--- src/rtl/tow_match_score.sv ---
// Tug-of-war score keeper: rope position, round wins, per-player scores and
// match completion for both players, with registered outputs throughout.
module tow_match_score #(
    parameter int POSITIONS     = 9,
    parameter int ROUNDS_TO_WIN = 3,
    parameter int HOLD_CYCLES   = 4,
    localparam int SCORE_W      = $clog2(ROUNDS_TO_WIN + 1)
) (
    input  logic                 clk,
    input  logic                 reset,
    input  logic                 idle,
    input  logic                 restart,
    input  logic                 push_l,
    input  logic                 push_r,
    output logic [POSITIONS-1:0] pattern,
    output logic [SCORE_W-1:0]   score_l,
    output logic [SCORE_W-1:0]   score_r,
    output logic                 round_win_l,
    output logic                 round_win_r,
    output logic                 match_win_l,
    output logic                 match_win_r
);

    localparam int POS_W = $clog2(POSITIONS);
    localparam int CNT_W = $clog2(HOLD_CYCLES + 1);

    localparam logic [POS_W-1:0]     POS_MAX    = POS_W'(POSITIONS - 1);
    localparam logic [POS_W-1:0]     POS_CENTRE = POS_W'((POSITIONS - 1) / 2);
    localparam logic [SCORE_W-1:0]   SCORE_MAX  = SCORE_W'(ROUNDS_TO_WIN);
    localparam logic [CNT_W-1:0]     HOLD_LOAD  = CNT_W'(HOLD_CYCLES);
    localparam logic [POSITIONS-1:0] PAT_ONE    = {{(POSITIONS - 1){1'b0}}, 1'b1};

    typedef enum logic [1:0] {
        ST_PLAY = 2'd0,
        ST_HOLD = 2'd1,
        ST_OVER = 2'd2
    } state_t;

    function automatic logic [POSITIONS-1:0] rope_leds(input logic [POS_W-1:0] pos,
                                                       input logic             over);
        if (over) begin
            return '1;
        end else begin
            return PAT_ONE << pos;
        end
    endfunction

    state_t               r_state,     w_state_nxt;
    logic [POS_W-1:0]     r_pos,       w_pos_nxt;
    logic [CNT_W-1:0]     r_hold_cnt,  w_hold_cnt_nxt;
    logic [SCORE_W-1:0]   r_score_l,   w_score_l_nxt;
    logic [SCORE_W-1:0]   r_score_r,   w_score_r_nxt;
    logic                 r_win_l,     w_win_l_nxt;
    logic                 r_win_r,     w_win_r_nxt;
    logic                 r_match_l,   w_match_l_nxt;
    logic                 r_match_r,   w_match_r_nxt;
    logic [POSITIONS-1:0] r_pattern,   w_pattern_nxt;
    logic                 w_push_l_only;
    logic                 w_push_r_only;

    assign w_push_l_only = push_l & ~push_r;
    assign w_push_r_only = push_r & ~push_l;

    // Next-state logic: restart beats idle, idle freezes everything but the win pulses.
    always_comb begin
        w_state_nxt    = r_state;
        w_pos_nxt      = r_pos;
        w_hold_cnt_nxt = r_hold_cnt;
        w_score_l_nxt  = r_score_l;
        w_score_r_nxt  = r_score_r;
        w_win_l_nxt    = 1'b0;
        w_win_r_nxt    = 1'b0;

        if (restart) begin
            w_state_nxt    = ST_PLAY;
            w_pos_nxt      = POS_CENTRE;
            w_hold_cnt_nxt = CNT_W'(0);
            w_score_l_nxt  = SCORE_W'(0);
            w_score_r_nxt  = SCORE_W'(0);
        end else if (idle) begin
            w_state_nxt = r_state;
        end else begin
            case (r_state)
                ST_PLAY: begin
                    if (w_push_l_only) begin
                        if (r_pos == POS_MAX) begin
                            // Saturating increment keeps the score inside its legal range.
                            if (r_score_l != SCORE_MAX) begin
                                w_score_l_nxt = r_score_l + SCORE_W'(1);
                            end else begin
                                w_score_l_nxt = r_score_l;
                            end
                            w_win_l_nxt = 1'b1;
                            if (w_score_l_nxt == SCORE_MAX) begin
                                w_state_nxt = ST_OVER;
                            end else begin
                                w_state_nxt    = ST_HOLD;
                                w_hold_cnt_nxt = HOLD_LOAD;
                            end
                        end else begin
                            w_pos_nxt = r_pos + POS_W'(1);
                        end
                    end else if (w_push_r_only) begin
                        if (r_pos == POS_W'(0)) begin
                            if (r_score_r != SCORE_MAX) begin
                                w_score_r_nxt = r_score_r + SCORE_W'(1);
                            end else begin
                                w_score_r_nxt = r_score_r;
                            end
                            w_win_r_nxt = 1'b1;
                            if (w_score_r_nxt == SCORE_MAX) begin
                                w_state_nxt = ST_OVER;
                            end else begin
                                w_state_nxt    = ST_HOLD;
                                w_hold_cnt_nxt = HOLD_LOAD;
                            end
                        end else begin
                            w_pos_nxt = r_pos - POS_W'(1);
                        end
                    end else begin
                        w_pos_nxt = r_pos;
                    end
                end
                ST_HOLD: begin
                    // The last hold cycle recentres the rope on the same edge it expires.
                    if (r_hold_cnt <= CNT_W'(1)) begin
                        w_hold_cnt_nxt = CNT_W'(0);
                        w_pos_nxt      = POS_CENTRE;
                        w_state_nxt    = ST_PLAY;
                    end else begin
                        w_hold_cnt_nxt = r_hold_cnt - CNT_W'(1);
                    end
                end
                ST_OVER: begin
                    w_state_nxt = ST_OVER;
                end
                default: begin
                    w_state_nxt    = ST_PLAY;
                    w_pos_nxt      = POS_CENTRE;
                    w_hold_cnt_nxt = CNT_W'(0);
                end
            endcase
        end
    end

    // Output decode from next-state values so every output is a flop.
    always_comb begin
        w_pattern_nxt = rope_leds(w_pos_nxt, (w_state_nxt == ST_OVER));
        w_match_l_nxt = (w_state_nxt == ST_OVER) && (w_score_l_nxt == SCORE_MAX);
        w_match_r_nxt = (w_state_nxt == ST_OVER) && (w_score_r_nxt == SCORE_MAX)
                        && (w_score_l_nxt != SCORE_MAX);
    end

    // State and output registers with asynchronous active-low reset.
    always_ff @(posedge clk or negedge reset) begin
        if (!reset) begin
            r_state    <= ST_PLAY;
            r_pos      <= POS_CENTRE;
            r_hold_cnt <= CNT_W'(0);
            r_score_l  <= SCORE_W'(0);
            r_score_r  <= SCORE_W'(0);
            r_win_l    <= 1'b0;
            r_win_r    <= 1'b0;
            r_match_l  <= 1'b0;
            r_match_r  <= 1'b0;
            r_pattern  <= PAT_ONE << POS_CENTRE;
        end else begin
            r_state    <= w_state_nxt;
            r_pos      <= w_pos_nxt;
            r_hold_cnt <= w_hold_cnt_nxt;
            r_score_l  <= w_score_l_nxt;
            r_score_r  <= w_score_r_nxt;
            r_win_l    <= w_win_l_nxt;
            r_win_r    <= w_win_r_nxt;
            r_match_l  <= w_match_l_nxt;
            r_match_r  <= w_match_r_nxt;
            r_pattern  <= w_pattern_nxt;
        end
    end

    assign pattern     = r_pattern;
    assign score_l     = r_score_l;
    assign score_r     = r_score_r;
    assign round_win_l = r_win_l;
    assign round_win_r = r_win_r;
    assign match_win_l = r_match_l;
    assign match_win_r = r_match_r;

endmodule

--- config.mk ---
export PLATFORM = sky130hd
export DESIGN_NAME = tow_match_score
export DESIGN_NICKNAME = d
export VERILOG_FILES = /design/src/rtl/tow_match_score.sv
export SDC_FILE = /design/constraint.sdc
export NUM_CORES = 1
export LEC_CHECK = 0
export BUFFER_PORTS_ARGS = -buffer_cell sky130_fd_sc_hd__buf_2
export CORE_ASPECT_RATIO = 2
export CORE_MARGIN = 1
export CORE_UTILIZATION = 30
export CTS_CLUSTER_DIAMETER = 40
export DETAILED_ROUTE_END_ITERATION = 12
export GPL_TIMING_DRIVEN = 0
export PLACE_DENSITY = 0.56
export SLEW_MARGIN = 0
export SYNTH_ARGS = -nofsm -noshare
export SYNTH_HDL_FRONTEND = slang
export SYNTH_SLANG_ARGS = --single-unit
--- constraint.sdc ---
create_clock -name clk -period 2.15 [get_ports clk]
set_input_delay 0.215 -clock clk [delete_from_list [all_inputs] [get_ports clk]]
set_output_delay 0.215 -clock clk [all_outputs]
set_load 0.01 [all_outputs]
# Yosys cells after proc, flatten, opt, wreduce, memory -nomap -nowiden

Cells that the tools add are included.

Input port bits: 6
Word-level logic and storage cells: 109
Memories kept: 0
Bits in writable memories: 0
Bits in registers: 26
Bits in latches: 0
ROM bits: 0

Multipliers: 0
Div/mod/pow operators: 0
Bitwise logic cells: 4
Shifts and indexed selects: 1
Add/sub/neg operators: 5
Magnitude comparators: 1
Mux-type cells: 64
Equality and inequality tests: 18
Reduce and logical (&&, ||, !) cells: 6

Operators with widths:

| operator                                             | count |
|---|---|
| 2-to-1 mux 2 bit                                     | 33 |
| 2-to-1 mux 4 bit                                     | 7 |
| 2-to-1 mux 3 bit                                     | 9 |
| != test 4 bit (second input constant)                | 5 |
| == test 2 bit (second input constant)                | 6 |
| case mux 4 bit (3 select lines)                      | 1 |
| 2-to-1 mux 1 bit                                     | 11 |
| 2-to-1 mux 9 bit                                     | 1 |
| case mux 3 bit (3 select lines)                      | 1 |
| << shifter 1 x 4 -> 9 bit (first input constant)     | 1 |
| != test 2 bit (second input constant)                | 4 |
| AND reduction 7 bit                                  | 1 |
| case mux 2 bit (3 select lines)                      | 1 |
| adder 2 x 1 -> 2 bit (second input constant)         | 2 |
| adder 4 x 1 -> 4 bit (second input constant)         | 1 |
| == test 4 bit (second input constant)                | 1 |
| logical NOT 4 bit                                    | 1 |
| subtractor 4 x 1 -> 4 bit (second input constant)    | 1 |
| <= comparator 3 x 1 -> 1 bit (second input constant) | 1 |
| logical AND 1 bit                                    | 3 |
| subtractor 3 x 1 -> 3 bit (second input constant)    | 1 |
| bitwise AND 1 bit                                    | 2 |
| == test 2 x 1 -> 1 bit (second input constant)       | 1 |
| logical NOT 2 bit                                    | 1 |
| other kinds (2)                                      | 3 |

# Logic depth before layout (Yosys ltp)

Gate-level depths: netlist of the first run.

Word-level depth: 19
Depth in mapped cells: 9

# Worst setup path after synthesis of the first run

Ideal clock, no wire load.

Path type: register to register
From: reg r_pos[0]
To: reg r_pattern[8], in the netlist pattern[8]
Clock period less this slack: 2084 ps
Path buffers: 0
Cell stages (with the launch flop): 9
Arrival time: 1994 ps
Data required time: 2060 ps
Slack: 66 ps
Cell sequence: dfrtp_1 > inv_1 > ha_1 > or3b_4 > a22oi_2 > nor4_1 > a211o_1 > or2_4 > o31ai_4

Cells in the longest elaborated chain, start to end: 9

Ends and longest elaborated chain:

| item                                                           | line     | source |
|---|---|---|
| start: declaration                                             | 49       | `logic [POS_W-1:0] r_pos, w_pos_nxt;` |
| start signal: assignment                                       | 169      | `r_pos <= w_pos_nxt;` |
| subtractor 4 x 1 -> 4 bit or logical NOT 4 bit (tied branches) | 118, 104 |  |
| 2-to-1 mux 4 bit                                               | 104      | `if (r_pos == POS_W'(0)) begin` |
| 2-to-1 mux 4 bit                                               | 103      | `end else if (w_push_r_only) begin` |
| 2-to-1 mux 4 bit                                               | 85       | `if (w_push_l_only) begin` |
| case mux 4 bit (3 select lines)                                | 83       | `case (r_state)` |
| 2-to-1 mux 4 bit (*)                                           | 80       | `end else if (idle) begin` |
| 2-to-1 mux 4 bit (*)                                           | 74       | `if (restart) begin` |
| named net w_pos_nxt[0]                                         | 49       |  |
| << shifter 1 x 4 -> 9 bit (*)                                  | 44       | `return PAT_ONE << pos;` |
| 2-to-1 mux 9 bit (*)                                           | 41       | `if (over) begin` |
| named net w_pattern_nxt[8]                                     | 57       | `logic [POSITIONS-1:0] r_pattern, w_pattern_nxt;` |
| end signal: assignment                                         | 166      | `r_pattern <= PAT_ONE << POS_CENTRE;` |
| end signal: assignment                                         | 177      | `r_pattern <= w_pattern_nxt;` |
| end: declaration                                               | 57       |  |

The timed path passes the listed nets; every way through them passes the cells marked *.
A chain may end at the register's enable or synchronous reset.

# Final worst setup path of the first run

From: reg r_pos[1]
To: reg r_pattern[8], in the netlist pattern[8]

Cells in the longest elaborated chain, start to end: 9

Ends and longest elaborated chain:

| item                                | line |
|---|---|
| logical NOT 4 bit                   | 104 |
| 2-to-1 mux 4 bit                    | 104 |
| 2-to-1 mux 4 bit                    | 103 |
| 2-to-1 mux 4 bit (*)                | 85 |
| case mux 4 bit (3 select lines) (*) | 83 |
| 2-to-1 mux 4 bit (*)                | 80 |
| 2-to-1 mux 4 bit (*)                | 74 |
| named net w_pos_nxt[0]              | 49 |
| << shifter 1 x 4 -> 9 bit (*)       | 44 |
| 2-to-1 mux 9 bit (*)                | 41 |
| named net w_pattern_nxt[8]          | 57 |

Marks and branches as above.

==> metrics.txt, run 1 <==
drt drc=0; Switching Share=0.282; Critical Path End Type=flop; Final ANT Viol Nets=0; final setup fails=0; Place WS=-0.215 ns; CTS buffer count=3; crit-path cells=inv_2, ha_4, or3b_4, a22oi_2, nor4_1, a211o_1, or2_4, o31ai_4; Vias=1320; Mapped Cells=157; Worst Setup Slack, final=0.0692 ns; hold_ws=0.318 ns; min cycle time layout=2.08 ns; n_diodes=0; Syn Area/Cell=9.45 sq um; Util after Layout=0.391; Comb pwr share=0.246; worst reg-to-reg setup slack=0.07 ns; worst-margin pin slew=0.629 ns; LEAKAGE=0.870 nW; P_sw=0.359 mW; CTS root buffer=clkbuf_8; Clock Latency Late Sink=0.28 ns; worst reg2reg startpoint=r_pos[1]$_DFF_PN0_; CP max stage cell=dfrtp_2; delay-heaviest family, CP=simple AND/OR/NAND/NOR gates; H-tree depth=1; Pint=0.917 mW; gpl congestion=0.934; Worst-path clk slew=0.10 ns; Critical Path Fanout Max=5; synthesis-stage register bit count=26; number of buffers added on ports=20; R2R cell count=8; Clock power frac=0.327; DR iter-0 viols=28; worst path required time=2.35 ns; RSZ-0062 raised after global routing=true; Startpoint Class=flop; Hold Crit Depth=3; Hold EP=r_state[0]$_DFF_PN0_; Tot Pwr=1.28 mW; layout net count=200; Hold Vio Cnt, Final=0; CTS tree=yes; commonest non-fill, non-tap cells in the layout=22 x buf_2, 22 x dfrtp_1, 15 x nor2_1; Post-DP HPWL=2.74 mm; number of detailed-route iterations in the first pass=4; Die Wd=51.7 microns; dpl cells=232; Cell Area, Synth=0.00148 sq mm; Final period util=0.968; maximum vdd ir drop=0.269 mV; share of cells above drive strength 1=0.307; arrival time at the worst endpoint=2.28 ns; FMAX=481 MHz; global route total overflow=0; pwr/cell area=696 mW/mm^2; Sink Count=26; Cell Count, Final, Fillers Out=244; Hold Path Origin=restart; top_reg_cell synth=dfrtp_1; number of synthesized flops with an enable pin=0; register share of total power=0.427; Die Span Y=101 microns; initial antenna violation count=0; row count=35; Worst path max stage delay=0.43 ns; max_cap viols=0; skew final=0.00453 ns; worst min path class=input port to flop; Synthesized Nets=167; largest net degree at the start of global routing=27; status=completed; CP Class=flop to flop; total track usage=0.155; Buf+Inv Stages, Crit Path=1; I/O pins=23; Worst R2R End=pattern[8]$_DFF_PN0_; routed len/inst=15.2 microns; global-route wire length before repair=6.01 mm; number of distinct library cells after synthesis=47; synthesis-to-finish area growth=23.6%; Initial Utilization=0.317; Slew headroom=0.570; die area=0.00525 sq mm; Synth warnings=0; CTS Buffer Depth=2; register area share after synthesis=0.440; vias in the first global route=1269; fraction of registers with async set/reset=1.00; vias per std cell=5.41; DRT Wirelength=3.71 mm; core area=0.00469 sq mm; Final Max Tran Viols=0
## layer usage
layer,up-vias,GRT usage,routed length [microns]
met5,-,0,0
met4,0,0.0852,150
met3,15,0.0150,103
met2,36,0.282,2050
met1,642,0.168,1410
li1,627,-,-
## synthesized netlist by cell type, types with 2 or more instances
cell type	n	share of area
a211o_1	4	0.024
a21oi_1	8	0.027
a41oi_1	2	0.012
and3_1	2	0.0084
buf_2	2	0.0067
buf_4	2	0.010
buf_6	2	0.015
clkbuf_1	2	0.0051
dfrtp_1	24	0.40
dfstp_2	2	0.035
ha_1	4	0.034
inv_1	10	0.025
mux2i_1	3	0.020
nand2_1	13	0.033
nand2b_1	6	0.025
nand3_1	3	0.010
nand3b_1	3	0.015
nor2_1	16	0.040
nor3_1	4	0.013
nor4_1	3	0.013
o211ai_1	2	0.010
o21ai_0	12	0.040
o21ai_1	3	0.010
o221ai_1	2	0.012
## power groups by stage
stage / registers, mW / clock network, mW / logic [mW]
2_1_floorplan: 0.569 / 0 / 0.170
3_3_place_gp: 0.557 / 0 / 0.263
6_report: 0.545 / 0.418 / 0.314
3_5_place_dp: 0.558 / 0 / 0.264
5_1_grt: 0.550 / 0.442 / 0.344
4_1_cts: 0.544 / 0.424 / 0.292
## cell families (layout without fill, tap and decap cells)
group / after synthesis / in the layout / synth area share
AOI/OAI and AO/OA: 44 / 44 / 0.214
and+or+nand+nor: 61 / 61 / 0.223
DFF: 26 / 26 / 0.440
muxes: 3 / 3 / 0.0202
xor gates and xnor gates: 1 / 1 / 0.00590
buffers and inverters: 18 / 50 / 0.0624
adders and majority gates: 4 / 4 / 0.0337
## worst max path at each step
stage	from	to	slack, ns	depth (start not counted)
global route	r_pos[3]$_DFF_PN0_	pattern[7]$_DFF_PN0_	-0.004	5
floorplan	r_pos[0]$_DFF_PN0_	pattern[8]$_DFF_PN0_	0.07	8
detailed placement	r_pos[1]$_DFF_PN0_	pattern[7]$_DFF_PN0_	-0.21	9
CTS	r_pos[1]$_DFF_PN0_	pattern[2]$_DFF_PN0_	0.01	9
finish	r_pos[1]$_DFF_PN0_	pattern[8]$_DFF_PN0_	0.07	8
global placement	r_pos[1]$_DFF_PN0_	pattern[3]$_DFF_PN0_	-0.24	9
## stage by stage
step | instance area [sq um] | setup TNS, ns
2_1_floorplan | 1480 | 0
3_3_place_gp | 1650 | -2.23
3_5_place_dp | 1650 | -2.03
4_1_cts | 1790 | 0
5_1_grt | 1830 | -0.00439
6_report | 1830 | 0
## worst register-to-register path, cell delays in order, from the launching register on
cell and delay, ns:
dfrtp_2 0.43, inv_2 0.08, ha_4 0.15, or3b_4 0.39, a22oi_2 0.18, nor4_1 0.07, a211o_1 0.26, or2_4 0.28
o31ai_4 0.15
## final cells by class
class | count | area, sq um
Clock inverter | 1 | 30.0
Timing Repair Buffer | 28 | 163
Inverter | 10 | 37.5
Buffer | 8 | 58.8
Tap cell | 55 | 68.8
Multi-Input combinational cell | 113 | 779
Fill cell | 492 | 2850
Clock buffer | 3 | 41.3
Sequential cell | 26 | 656
## state kept, by name, summed over array words and instances, names as in the netlist
name         count
round_win_l      1
r_hold_cnt       3
score_l          2
r_state          2
round_win_r      1
match_win_r      1
r_pos            4
match_win_l      1
pattern          9
score_r          2
## repair_timing
action / 4_1_cts / 5_1_grt
hold buffers: 1 / 0
buffers inserted: 4 / 3
hold endpoints to repair: 24 / 0
setup endpoints to repair: 11 / 11
pin swaps: 3 / 5
gates resized for setup: 7 / 11
Power figures use the tool's default switching activity.
==> inputs of run 2 (changes only) <==
Settings changed: CORE_UTILIZATION 30 to 50, MAX_ROUTING_LAYER from default to met4, PLACE_DENSITY 0.56 to 0.81.
==> metrics.txt, run 2 (synthesis results as in run 1) <==
Final ANT Viol Nets=0 (unchanged); Hold Vio Cnt, Final=0 (unchanged); vias per std cell=6.31 (+17%); Buf+Inv Stages, Crit Path=1 (unchanged); Die Span Y=79.0 microns (-22%); Worst R2R End=pattern[8]$_DFF_PN0_; Initial Utilization=0.536 (+0.219); number of buffers added on ports=20 (unchanged); Hold EP=r_state[0]$_DFF_PN0_; row count=27 (-23%); worst-margin pin slew=0.555 ns (-0.0742 ns); Sink Count=26 (unchanged); drt drc=0 (unchanged); commonest non-fill, non-tap cells in the layout=22 x buf_2, 22 x dfrtp_1, 15 x nor2_1; Startpoint Class=flop; CP Class=flop to flop; LEAKAGE=0.873 nW (+0.44%); Worst path max stage delay=0.43 ns (about the same); maximum vdd ir drop=0.370 mV (+37%); worst reg2reg startpoint=r_pos[1]$_DFF_PN0_; Worst-path clk slew=0.09 ns (about the same); pwr/cell area=705 mW/mm^2 (+1.3%); gpl congestion=1.02 (+8.8%); number of detailed-route iterations in the first pass=6 (+2); vias in the first global route=1333 (+5.0%); arrival time at the worst endpoint=2.30 ns (+0.02 ns); largest net degree at the start of global routing=27 (unchanged); synthesis-to-finish area growth=22.2%; final setup fails=0 (unchanged); CTS tree=yes; Post-DP HPWL=2.66 mm (-3.1%); status=completed; global-route wire length before repair=6.19 mm (+3.0%); I/O pins=23 (unchanged); DR iter-0 viols=52 (+86%); min cycle time layout=2.11 ns (+0.0278 ns); n_diodes=0 (unchanged); Cell Count, Final, Fillers Out=219 (-10%); Hold Crit Depth=2 (-1); hold_ws=0.224 ns (-0.0938 ns); crit-path cells=inv_2, ha_4, or3b_4, a22oi_2, nor4_1, a211o_1, or2_4, o31ai_4; FMAX=474 MHz (-1.3%); Die Wd=40.5 microns (-22%); Vias=1381 (+4.6%); Final Max Tran Viols=0 (unchanged); initial antenna violation count=0 (unchanged); Slew headroom=0.630 (+0.0603); skew final=0.00238 ns (-0.00215 ns); worst reg-to-reg setup slack=0.04 ns (-0.03 ns); Clock Latency Late Sink=0.27 ns (about the same); share of cells above drive strength 1=0.316 (+0.00891); DRT Wirelength=3.85 mm (+3.7%); CP max stage cell=dfrtp_2; worst min path class=input port to flop; global route total overflow=0 (unchanged); layout net count=201 (+0.50%); total track usage=0.276 (+0.121); Critical Path Fanout Max=4 (-1); worst path required time=2.34 ns (about the same); H-tree depth=1 (unchanged); Worst setup startpoint=r_pos[1]$_DFF_PN0_; Hold Path Origin=restart; max reg flops=9 (unchanged); Critical Path End Type=flop; core area=0.00277 sq mm (-41%); R2R cell count=8 (unchanged); RSZ-0062 raised after global routing=true; CTS root buffer=clkbuf_8; CTS Buffer Depth=2 (unchanged); CTS buffer count=3 (unchanged); dpl cells=206 (-11%); max_cap viols=0 (unchanged); Final period util=0.981 (+0.0129); routed len/inst=17.6 microns (+15%); die area=0.00320 sq mm (-39%); delay-heaviest family, CP=simple AND/OR/NAND/NOR gates
==> run 2: changes by cell type in the layout (fill, tap and decap cells not counted) <==
cell,before,now
nand2_2,1,0
o21ai_1,7,6
nand3_1,3,2
nand2_1,12,13
o21ai_2,0,1
buf_4,8,9
nor3_2,0,1
nand2b_4,2,1
nand2b_1,4,5
nand3_2,0,1
nor3_1,4,3
==> run 2: worst max path at each step <==
stage | endpoint | cells after the start
2_1_floorplan | pattern[8]$_DFF_PN0_ | 8
5_1_grt | pattern[8]$_DFF_PN0_ | 8
3_3_place_gp | pattern[8]$_DFF_PN0_ | 8
3_5_place_dp | pattern[8]$_DFF_PN0_ | 8
6_report | pattern[8]$_DFF_PN0_ | 8
4_1_cts | pattern[8]$_DFF_PN0_ | 8
==> run 2: power breakdown <==
group / internal [mW] / leakage, nW / switching, mW
combinational: 0.140 / 0.491 / 0.187
sequential: 0.530 / 0.347 / 0.0167
clock: 0.249 / 0.0357 / 0.155
==> run 2: routing by layer <==
metal,share of wire,global-route usage,vias up
li1,-,-,627
met1,0.37,0.318,679
met2,0.55,0.454,59
met3,0.038,0.0223,16
met4,0.044,0.127,0
met5,0,-,-
==> run 2: cell type report <==
cell class | instances | area [sq um]
fillers | 248 | 957
plain buffers | 8 | 58.8
flip-flops and latches | 26 | 656
clock inverters | 1 | 30.0
well taps | 29 | 36.3
inverters | 10 | 37.5
clock buffers | 3 | 41.3
repair buffers | 29 | 170
multi-input cells | 113 | 783
==> run 2: metrics by stage <==
| stage | util | power (mW) | worst slack, ns | area (sq um) | TNS (ns) |
|---|---|---|---|---|---|
| detailed placement | 0.585 | 0.821 | -0.172 | 1620 | -0.913 |
| global route | 0.654 | 1.33 | -0.0311 | 1810 | -0.0830 |
| global placement | 0.585 | 0.810 | -0.109 | 1620 | -0.313 |
| finish | 0.654 | 1.28 | 0.0414 | 1810 | 0 |
| floorplan | - | 0.738 | 0.0657 | 1480 | 0 |
| CTS | 0.639 | 1.25 | 0.0304 | 1770 | 0 |
==> run 2: what timing repair did <==
item	4_1_cts	5_1_grt
buffers inserted	7	1
setup endpoints to repair	11	10
pin swaps	5	4
hold buffers	1	0
endpoints found under the hold margin	24	0
gates resized for setup	6	12
